$ cat config.mk
export PLATFORM = sky130hd
export DESIGN_NAME = mem_arbiter
export DESIGN_NICKNAME = d
export VERILOG_FILES = /design/src/rtl/mem_arb_pkg.sv /design/src/rtl/mem_arbiter.sv
export SDC_FILE = /design/constraint.sdc
export NUM_CORES = 1
export LEC_CHECK = 0
export BUFFER_PORTS_ARGS = -buffer_cell sky130_fd_sc_hd__buf_2
export CAP_MARGIN = 20
export CORE_UTILIZATION = 49
export CTS_BUF_LIST = sky130_fd_sc_hd__clkbuf_8
export DETAILED_ROUTE_END_ITERATION = 8
export GPL_ROUTABILITY_DRIVEN = 1
export GPL_TIMING_DRIVEN = 0
export MAX_ROUTING_LAYER = met4
export PLACE_DENSITY = 0.86
export SYNTH_ARGS = -nofsm -noshare
export SYNTH_HDL_FRONTEND = slang
export SYNTH_SLANG_ARGS = --single-unit
$ cat constraint.sdc
create_clock -name clk -period 2.24 [get_ports clk]
set_input_delay 0.112 -clock clk [delete_from_list [all_inputs] [get_ports clk]]
set_output_delay 0.112 -clock clk [all_outputs]
set_load 0.02 [all_outputs]
$ cat src/rtl/mem_arb_pkg.sv
`timescale 1ns/1ps
// Shared types for the two-master memory arbiter: FSM states, request bundle, round-robin pick.
// Latency: n/a (types and a pure function only).
// Backpressure: n/a.
package mem_arb_pkg;

  typedef enum logic [1:0] {
    IDLE = 2'd0,
    BUSY = 2'd1,
    RESP = 2'd2
  } state_e;

  // rdata handed back when the slave never answers
  localparam logic [31:0] ERR_DATA_DEFAULT = 32'hDEAD_BEEF;

  // One master request as forwarded to the slave
  typedef struct packed {
    logic [31:0] addr;
    logic [31:0] wdata;
    logic [3:0]  wstrb;
  } bus_req_t;

  // Round-robin choice between two masters. Returns the index to grant;
  // only meaningful when at least one valid is high.
  function automatic logic rr_pick(input logic v0, input logic v1, input logic last);
    if (v0 && v1) begin
      return ~last;
    end
    return v1;
  endfunction

endpackage

$ cat src/rtl/mem_arbiter.sv
`timescale 1ns/1ps
// Two-master / one-slave round-robin arbiter for the single-port program/data memory bus.
// Latency: master valid at t -> s_valid at t+1 -> master ready one cycle after s_ready (min 3 cycles).
// Backpressure: loser's request is held pending by its master; grant held until ready, timeout or abort.
//
// Ports:
//   clk, resetn                       clock, async active-low reset
//   m0_* / m1_*                       master buses (valid, addr, wdata, wstrb in; ready, rdata out)
//   s_*                               slave bus (valid, addr, wdata, wstrb out; ready, rdata in)
//   timeout_err                       one-cycle pulse when the watchdog ends a transaction
//   grant_id                          index of the current / most recently granted master
module mem_arbiter
  import mem_arb_pkg::*;
#(
  parameter int unsigned TIMEOUT_CYCLES = 256,
  parameter logic [31:0] ERR_DATA       = ERR_DATA_DEFAULT
) (
  input  logic        clk,
  input  logic        resetn,
  input  logic        m0_valid,
  input  logic [31:0] m0_addr,
  input  logic [31:0] m0_wdata,
  input  logic [3:0]  m0_wstrb,
  output logic        m0_ready,
  output logic [31:0] m0_rdata,
  input  logic        m1_valid,
  input  logic [31:0] m1_addr,
  input  logic [31:0] m1_wdata,
  input  logic [3:0]  m1_wstrb,
  output logic        m1_ready,
  output logic [31:0] m1_rdata,
  output logic        s_valid,
  output logic [31:0] s_addr,
  output logic [31:0] s_wdata,
  output logic [3:0]  s_wstrb,
  input  logic        s_ready,
  input  logic [31:0] s_rdata,
  output logic        timeout_err,
  output logic        grant_id
);

  localparam bit          WD_EN   = (TIMEOUT_CYCLES != 0);
  localparam logic [31:0] WD_LAST = 32'(TIMEOUT_CYCLES - 1);

  state_e      state_q, state_d;
  bus_req_t    s_req_q, s_req_d;
  logic        s_valid_q, s_valid_d;
  logic        grant_q, grant_d;
  logic        last_grant_q, last_grant_d;
  logic [31:0] cnt_q, cnt_d;
  logic        m0_ready_q, m0_ready_d;
  logic        m1_ready_q, m1_ready_d;
  logic [31:0] m0_rdata_q, m0_rdata_d;
  logic [31:0] m1_rdata_q, m1_rdata_d;
  logic        timeout_err_q, timeout_err_d;

  bus_req_t    m0_req, m1_req;
  logic        pick;
  logic        gnt_vld;
  logic        resp_vld;
  logic [31:0] resp_dat;

  assign m0_req  = '{addr: m0_addr, wdata: m0_wdata, wstrb: m0_wstrb};
  assign m1_req  = '{addr: m1_addr, wdata: m1_wdata, wstrb: m1_wstrb};
  assign pick    = rr_pick(m0_valid, m1_valid, last_grant_q);
  assign gnt_vld = grant_q ? m1_valid : m0_valid;

  always_comb begin
    state_d       = state_q;
    s_req_d       = s_req_q;
    s_valid_d     = s_valid_q;
    grant_d       = grant_q;
    last_grant_d  = last_grant_q;
    cnt_d         = '0;
    m0_ready_d    = 1'b0;
    m1_ready_d    = 1'b0;
    m0_rdata_d    = m0_rdata_q;
    m1_rdata_d    = m1_rdata_q;
    timeout_err_d = 1'b0;
    resp_vld      = 1'b0;
    resp_dat      = s_rdata;

    case (state_q)
      IDLE: begin
        if (m0_valid || m1_valid) begin
          grant_d   = pick;
          s_req_d   = pick ? m1_req : m0_req;
          s_valid_d = 1'b1;
          state_d   = BUSY;
        end
      end

      BUSY: begin
        cnt_d = cnt_q + 32'd1;
        // s_ready outranks an expiring watchdog in the same cycle
        if (s_ready) begin
          resp_vld = 1'b1;
          resp_dat = s_rdata;
        end else if (WD_EN && (cnt_q == WD_LAST)) begin
          resp_vld      = 1'b1;
          resp_dat      = ERR_DATA;
          timeout_err_d = 1'b1;
        end else if (!gnt_vld) begin
          // master withdrew: drop the slave request silently, keep round-robin history
          s_valid_d = 1'b0;
          state_d   = IDLE;
          cnt_d     = '0;
        end

        if (resp_vld) begin
          s_valid_d    = 1'b0;
          last_grant_d = grant_q;
          state_d      = RESP;
          cnt_d        = '0;
          if (grant_q) begin
            m1_ready_d = 1'b1;
            m1_rdata_d = resp_dat;
          end else begin
            m0_ready_d = 1'b1;
            m0_rdata_d = resp_dat;
          end
        end
      end

      RESP: begin
        // ready is high during this cycle only; slave is not sampled here
        state_d = IDLE;
      end

      default: begin
        state_d   = IDLE;
        s_valid_d = 1'b0;
      end
    endcase
  end

  always_ff @(posedge clk or negedge resetn) begin
    if (!resetn) begin
      state_q       <= IDLE;
      s_req_q       <= '0;
      s_valid_q     <= 1'b0;
      grant_q       <= 1'b0;
      last_grant_q  <= 1'b1;
      cnt_q         <= '0;
      m0_ready_q    <= 1'b0;
      m1_ready_q    <= 1'b0;
      m0_rdata_q    <= '0;
      m1_rdata_q    <= '0;
      timeout_err_q <= 1'b0;
    end else begin
      state_q       <= state_d;
      s_req_q       <= s_req_d;
      s_valid_q     <= s_valid_d;
      grant_q       <= grant_d;
      last_grant_q  <= last_grant_d;
      cnt_q         <= cnt_d;
      m0_ready_q    <= m0_ready_d;
      m1_ready_q    <= m1_ready_d;
      m0_rdata_q    <= m0_rdata_d;
      m1_rdata_q    <= m1_rdata_d;
      timeout_err_q <= timeout_err_d;
    end
  end

  assign s_valid     = s_valid_q;
  assign s_addr      = s_req_q.addr;
  assign s_wdata     = s_req_q.wdata;
  assign s_wstrb     = s_req_q.wstrb;
  assign m0_ready    = m0_ready_q;
  assign m1_ready    = m1_ready_q;
  assign m0_rdata    = m0_rdata_q;
  assign m1_rdata    = m1_rdata_q;
  assign timeout_err = timeout_err_q;
  assign grant_id    = grant_q;

endmodule

Word level (Yosys, flattened, before mapping)
Cells that the tools add are included.

word-level totals
  register bits after elaboration = 172
  output and inout port bits = 137

operators by class
  reductions and logical operators = 9
  bitwise logic cells = 3
  add/sub/neg operators = 1
  muxes and demuxes = 35
  equality and inequality tests = 7

operators by type and width
  kind                                            number
  two-way mux 32 bit                              7
  two-way mux 68 bit                              1
  adder 32 x 1 -> 32 bit, second input constant   1
  == test 32 x 8 -> 1 bit, second input constant  1
  two-way mux 1 bit                               20
  two-way mux 2 bit                               5
  inequality test 3 bit, second input constant    3
  AND reduction 3 bit                             2
  AND reduction 5 bit                             1
  case mux 2 bit (2 select lines)                 1
  AND reduction 2 bit                             2
  AND reduction 4 bit                             1
  NOT 1 bit                                       3
  case mux 1 bit (3 select lines)                 1
  == test 2 x 1 -> 1 bit, second input constant   1
  == test 2 bit, second input constant            1
  logical NOT 2 bit                               1
  inequality test 2 bit, second input constant    1
  logical AND 1 bit                               1
  logical OR 1 bit                                1

Longest topological paths before layout
  depth in word-level cells = 6
  mapped depth = 9

Least setup slack after synthesis
OpenSTA, ideal clock, no wires.

  path kind = register to register
  start = register cnt_q[0]
  end = register cnt_q[18]
  stages on the path, launching flop included = 7
  path buffers = 0
  required time = 2.162 ns
  arrival = 1.900 ns
  clock period less this slack = 1.978 ns
  slack = 0.262 ns
  path through = dfrtp_1 -> ha_1 -> nand3_2 -> or2_1 -> or4_1 -> or3_1 -> a21oi_1

between the ends
  cells in the longest elaborated chain, start to end = 6
  elaborated cells on any way between the ends = 10

ends and longest elaborated chain
  element                                                            RTL line                               source
  start, declared                                                    mem_arbiter.sv:50                      logic [31:0] cnt_q, cnt_d;
  start signal, assigned                                             mem_arbiter.sv:156                     cnt_q <= cnt_d;
  adder 32 x 1 -> 32 bit or == test 32 x 8 -> 1 bit (tied branches)  mem_arbiter.sv:94, mem_arbiter.sv:99
  two-way mux 32 bit or two-way mux 1 bit (tied branches)            mem_arbiter.sv:103, mem_arbiter.sv:99
  two-way mux 32 bit or two-way mux 1 bit (tied branches)            mem_arbiter.sv:99, mem_arbiter.sv:96
  two-way mux 32 bit or two-way mux 1 bit (tied branches)            mem_arbiter.sv:96, mem_arbiter.sv:83
  two-way mux 32 bit *                                               mem_arbiter.sv:110                     if (resp_vld) begin
  two-way mux 32 bit *                                               mem_arbiter.sv:83                      case (state_q)
  named net cnt_d[18]                                                mem_arbiter.sv:50

The timed path passes the listed nets; every way through them passes the cells marked *. The select of a mux whose other input is x is not followed.
A chain may end at the register's enable or synchronous reset.

Worst setup path in the final report
  start = register cnt_q[0]
  end = register m1_rdata_q[28], in the netlist m1_rdata[28]

between the ends
  cells in the longest elaborated chain, start to end = 5
  elaborated cells on any way between the ends = 7

ends and longest elaborated chain
  element                               RTL line            source
  == test 32 x 8 -> 1 bit *             mem_arbiter.sv:99   end else if (WD_EN && (cnt_q == WD_LAST)) begin
  two-way mux 1 bit                     mem_arbiter.sv:99
  two-way mux 1 bit                     mem_arbiter.sv:96   if (s_ready) begin
  two-way mux 1 bit                     mem_arbiter.sv:83
  AND reduction 3 bit (no source line)  n/a
  end signal, assigned                  mem_arbiter.sv:160  m1_rdata_q <= m1_rdata_d;
  end, declared                         mem_arbiter.sv:54   logic [31:0] m1_rdata_q, m1_rdata_d;

Mark *: on every way between the ends. The rest lies on a longest branch, timed or not. The select of a mux whose other input is x is not followed.

==> results.sh <==
export IMPL_syn_inst=641
export IMPL_fin_crit_ps=2150
export IMPL_numCtsBuffers=17
export IMPL_die_h_um=124
export IMPL_track_usage=0.379
export IMPL_hold_depth=3
export IMPL_crit_buf_inv=3
export IMPL_fin_setup_tns_ps=0
export IMPL_clockBufferDepth=2
export IMPL_synth_cell_area_um2=7290
export IMPL_ys_ff_latch=172
export IMPL_yosys_area_top_type="dfrtp_1"
export IMPL_yosysSeqAreaShare=0.591
export IMPL_r2r_cells=9
export IMPL_synth_top_area_share=0.587
export IMPL_crit_type="reg -> reg"
export IMPL_final_hold_viol_count=0
export IMPL_post_dp_cell_area_um2=9100
export IMPL_ant_nets=0
export IMPL_crit_arrival_ps=2490
export IMPL_finalCritPeriodShare=0.958
export IMPL_synth_edf_count=0
export IMPL_grt_remaining_overflow=0
export IMPL_start_util=0.502
export IMPL_use_met3=0.137
export IMPL_num_io_pins=310
export IMPL_ir_worst_vdd_uv=802
export IMPL_die_area_um2=15400
export IMPL_dp_cells=1135
export IMPL_grt_pass1_wl_um=41800
export IMPL_use_met1=0.396
export IMPL_fin_cells=1329
export IMPL_p_leak_nw=5.43
export IMPL_clk_latency_ps=460
export IMPL_core_um2=14500
export IMPL_routedWlPerCell_um=21.4
export IMPL_maxSlewHeadroom=0.352
export IMPL_cp_max_fo=10
export IMPL_postSynthAreaPerCell_um2=11.4
export IMPL_place_congestion=0.808
export IMPL_hold_class="in -> reg"
export IMPL_cp_required_ps=2580
export IMPL_r2r_slack_ps=90
export IMPL_vias=7861
export IMPL_grt_start_max_net_pins=92
export IMPL_cts_root_buf="clkbuf_8"
export IMPL_chipWidth_um=124
export IMPL_r2r_end="m1_rdata[28]"
export IMPL_crit_path_cell_trace="ha_4, nand3_4, and4bb_2, buf_4, a21o_1, nand3_4, inv_4, clkbuf_4, o22a_1"
export IMPL_hold_path_endpoint="s_addr[30]"
export IMPL_hpwl_um=15300
export IMPL_grt_use_met2=0.604
export IMPL_max_cap_viol_count=0
export IMPL_htree_levels=4
export IMPL_setup_viol_count_final=0
export IMPL_critical_path_top_delay_family="simple AND/OR/NAND/NOR gates"
export IMPL_critical_path_most_common_cell="nand3_4"
export IMPL_drive_gt1_frac=0.333
export IMPL_syn_num_nets=815
export IMPL_ys_flop_type="dfrtp_1"
export IMPL_post_route_drc_count=0
export IMPL_area_growth_pct=54.4
export IMPL_power_density_nw_per_um2=1190
export IMPL_antenna_found_initial=0
export IMPL_synth_cell_types=42
export IMPL_synthTopCellsByArea="dfrtp_1, mux2i_1, o22a_1, o21ai_0, nand2_1"
export IMPL_reg2reg_from="cnt_q[0]"
export IMPL_grt_busiest_layer="met2"
export IMPL_cts_tree="done"
export IMPL_hold_start="m0_addr[30]"
export IMPL_clkTransAtPathRegs_ps=100
export IMPL_routed_wl_um=28400
export IMPL_dr_pass1_iters=7
export IMPL_worstSetupStartpointType="flip-flop"
export IMPL_yosys_warnings=0
export IMPL_fmax_mhz=466
export IMPL_drt_initial_drc_count=639
export IMPL_io_buffers=309
export IMPL_finalNetCount=1306
export IMPL_slew_violations=0
export IMPL_slowest_stage="dfrtp_1"
export IMPL_design_area_um2=11300
export IMPL_cts_sinks=172
export IMPL_status="finished, final reports clean"
export IMPL_crit_path_end_kind="flip-flop"
export IMPL_drt_vias_per_instance=5.91
export IMPL_tightest_slew_ps=964
export IMPL_skew_ps=19.6
export IMPL_slowest_delay_ps=430
export IMPL_synthArstFlopShare=1.00
export IMPL_grt_pass1_vias=7986
export IMPL_num_rows=44
[per-layer routing]
layer	wire length, µm	up-vias
li1	-	3280
met1	9730	3741
met2	14000	624
met3	2630	216
met4	2000	0
met5	0	-
[what timing repair did]
action / in CTS / in global routing
buffers inserted: 0 / 3
hold buffers: 160 / 0
pin swaps: 0 / 1
gates resized for setup: 4 / 27
endpoints found under the setup margin: 37 / 70
hold endpoints to repair: 211 / 0
[cell type report]
class                   count  area, µm²
diodes                      1       2.50
plain buffers              37        185
clock buffers              19        262
clock inverters            12        135
fillers                   830       3280
inverters                   6       30.0
multi-input cells         425       2900
flip-flops and latches    172       4310
well taps                 184        230
repair buffers            473       3210
[how the worst max path moves through the flow]
| stage | startpoint | end | slack [ps] | cells past startpoint |
|---|---|---|---|---|
| floorplan | cnt_q[0] | cnt_q[18] | 260 | 6 |
| detailed placement | cnt_q[28] | m1_rdata[18] | -60 | 7 |
| CTS | cnt_q[0] | m1_rdata[23] | 5 | 8 |
| global placement | resetn | s_wdata[19] | -1510 | 1 |
| finish | cnt_q[0] | m1_rdata[28] | 90 | 9 |
| global route | cnt_q[16] | m0_rdata[28] | -40 | 8 |
[registers in the layout, indices dropped and copies added, names as in the netlist]
name / flops
cnt_q: 32
grant_id: 1
last_grant_q: 1
m0_rdata: 32
m0_ready: 1
m1_rdata: 32
m1_ready: 1
s_addr: 32
s_valid: 1
s_wdata: 32
s_wstrb: 4
state_q: 2
timeout_err: 1
[logic make-up (layout without fill, tap and decap cells)]
group                      after synthesis  in the layout  share of synthesized area
adders and majority gates                1              1                    0.00172
AOI/OAI and AO/OA                      150            150                      0.138
DFF                                    172            172                      0.591
and+or+nand+nor                        181            181                      0.118
buffers and inverters                   44            547                     0.0278
xor gates and xnor gates                23             23                     0.0276
other                                    0              1                          0
muxes                                   70             70                     0.0964
[where the power goes]
| part | total, mW | switching [mW] | internal [mW] | leakage, nW |
|---|---|---|---|---|
| logic | 6.03 | 3.86 | 2.17 | 3.12 |
| clock network | 2.24 | 1.18 | 1.06 | 0.204 |
| registers | 5.18 | 0.844 | 4.33 | 2.11 |
[through the flow]
| step | setup slack (ps) | total power [mW] | hold WS [ps] | util |
|---|---|---|---|---|
| after floorplan | 262 | 8.31 | -184 | - |
| after global placement | -1510 | 10.3 | 341 | 0.624 |
| after detailed placement | -62.9 | 10.5 | 131 | 0.626 |
| final | 94.1 | 13.4 | 17.9 | 0.774 |
| after CTS | 4.67 | 12.9 | 1.28 | 0.765 |
| after global routing | -43.7 | 14.1 | 18.1 | 0.774 |
[synthesized netlist by cell type, types with 2 or more instances]
| cell type | count |
|---|---|
| a21o_1 | 2 |
| a21oi_1 | 8 |
| a22o_1 | 16 |
| and3_1 | 3 |
| and4_1 | 3 |
| buf_1 | 2 |
| buf_2 | 8 |
| buf_6 | 3 |
| clkbuf_1 | 25 |
| dfrtp_1 | 171 |
| inv_1 | 4 |
| mux2_2 | 2 |
| mux2i_1 | 68 |
| nand2_1 | 83 |
| nand3_1 | 14 |
| nand3_2 | 2 |
| nand4_1 | 13 |
| nor2_1 | 32 |
| nor2b_1 | 2 |
| nor3_1 | 5 |
| nor4_1 | 6 |
| nor4_2 | 2 |
| o21ai_0 | 73 |
| o22a_1 | 48 |
| or3_1 | 8 |
| xnor2_1 | 4 |
| xor2_1 | 19 |
[worst register-to-register path, stage by stage, from the launching register on]
cell and delay [ps]:
dfrtp_1 430, ha_4 190, nand3_4 110, and4bb_2 280
buf_4 150, a21o_1 200, nand3_4 170, inv_4 80
clkbuf_4 200, o22a_1 250
[cells in the final DEF, fill, tap and decap left out, types with 2 or more instances in the layout]
cell | Yosys | routed
clkbuf_1 | 25 | 20
buf_2 | 8 | 313
clkbuf_8 | 0 | 19
buf_4 | 0 | 4
inv_6 | 0 | 5
clkinv_2 | 0 | 3
clkbuf_4 | 0 | 2
bufinv_16 | 0 | 2
nor2b_1 | 2 | 2
a21o_1 | 2 | 2
nand2_1 | 83 | 83
nand3_1 | 14 | 14
o21ai_0 | 73 | 73
xor2_1 | 19 | 19
clkinv_4 | 1 | 2
xnor2_1 | 4 | 4
clkbuf_2 | 0 | 5
inv_1 | 4 | 4
or3_1 | 8 | 8
and3_1 | 3 | 3
o22a_1 | 48 | 48
mux2i_1 | 68 | 68
a22o_1 | 16 | 16
dlygate4sd3_1 | 0 | 160
a21oi_1 | 8 | 8
and4_1 | 3 | 2
nand3_4 | 0 | 2
nor4_4 | 0 | 6
mux2_2 | 2 | 2
nor3_1 | 5 | 5
buf_6 | 3 | 3
nor2_1 | 32 | 32
dfrtp_1 | 171 | 170
nand4_1 | 13 | 13
Power figures use the tool's default switching activity.
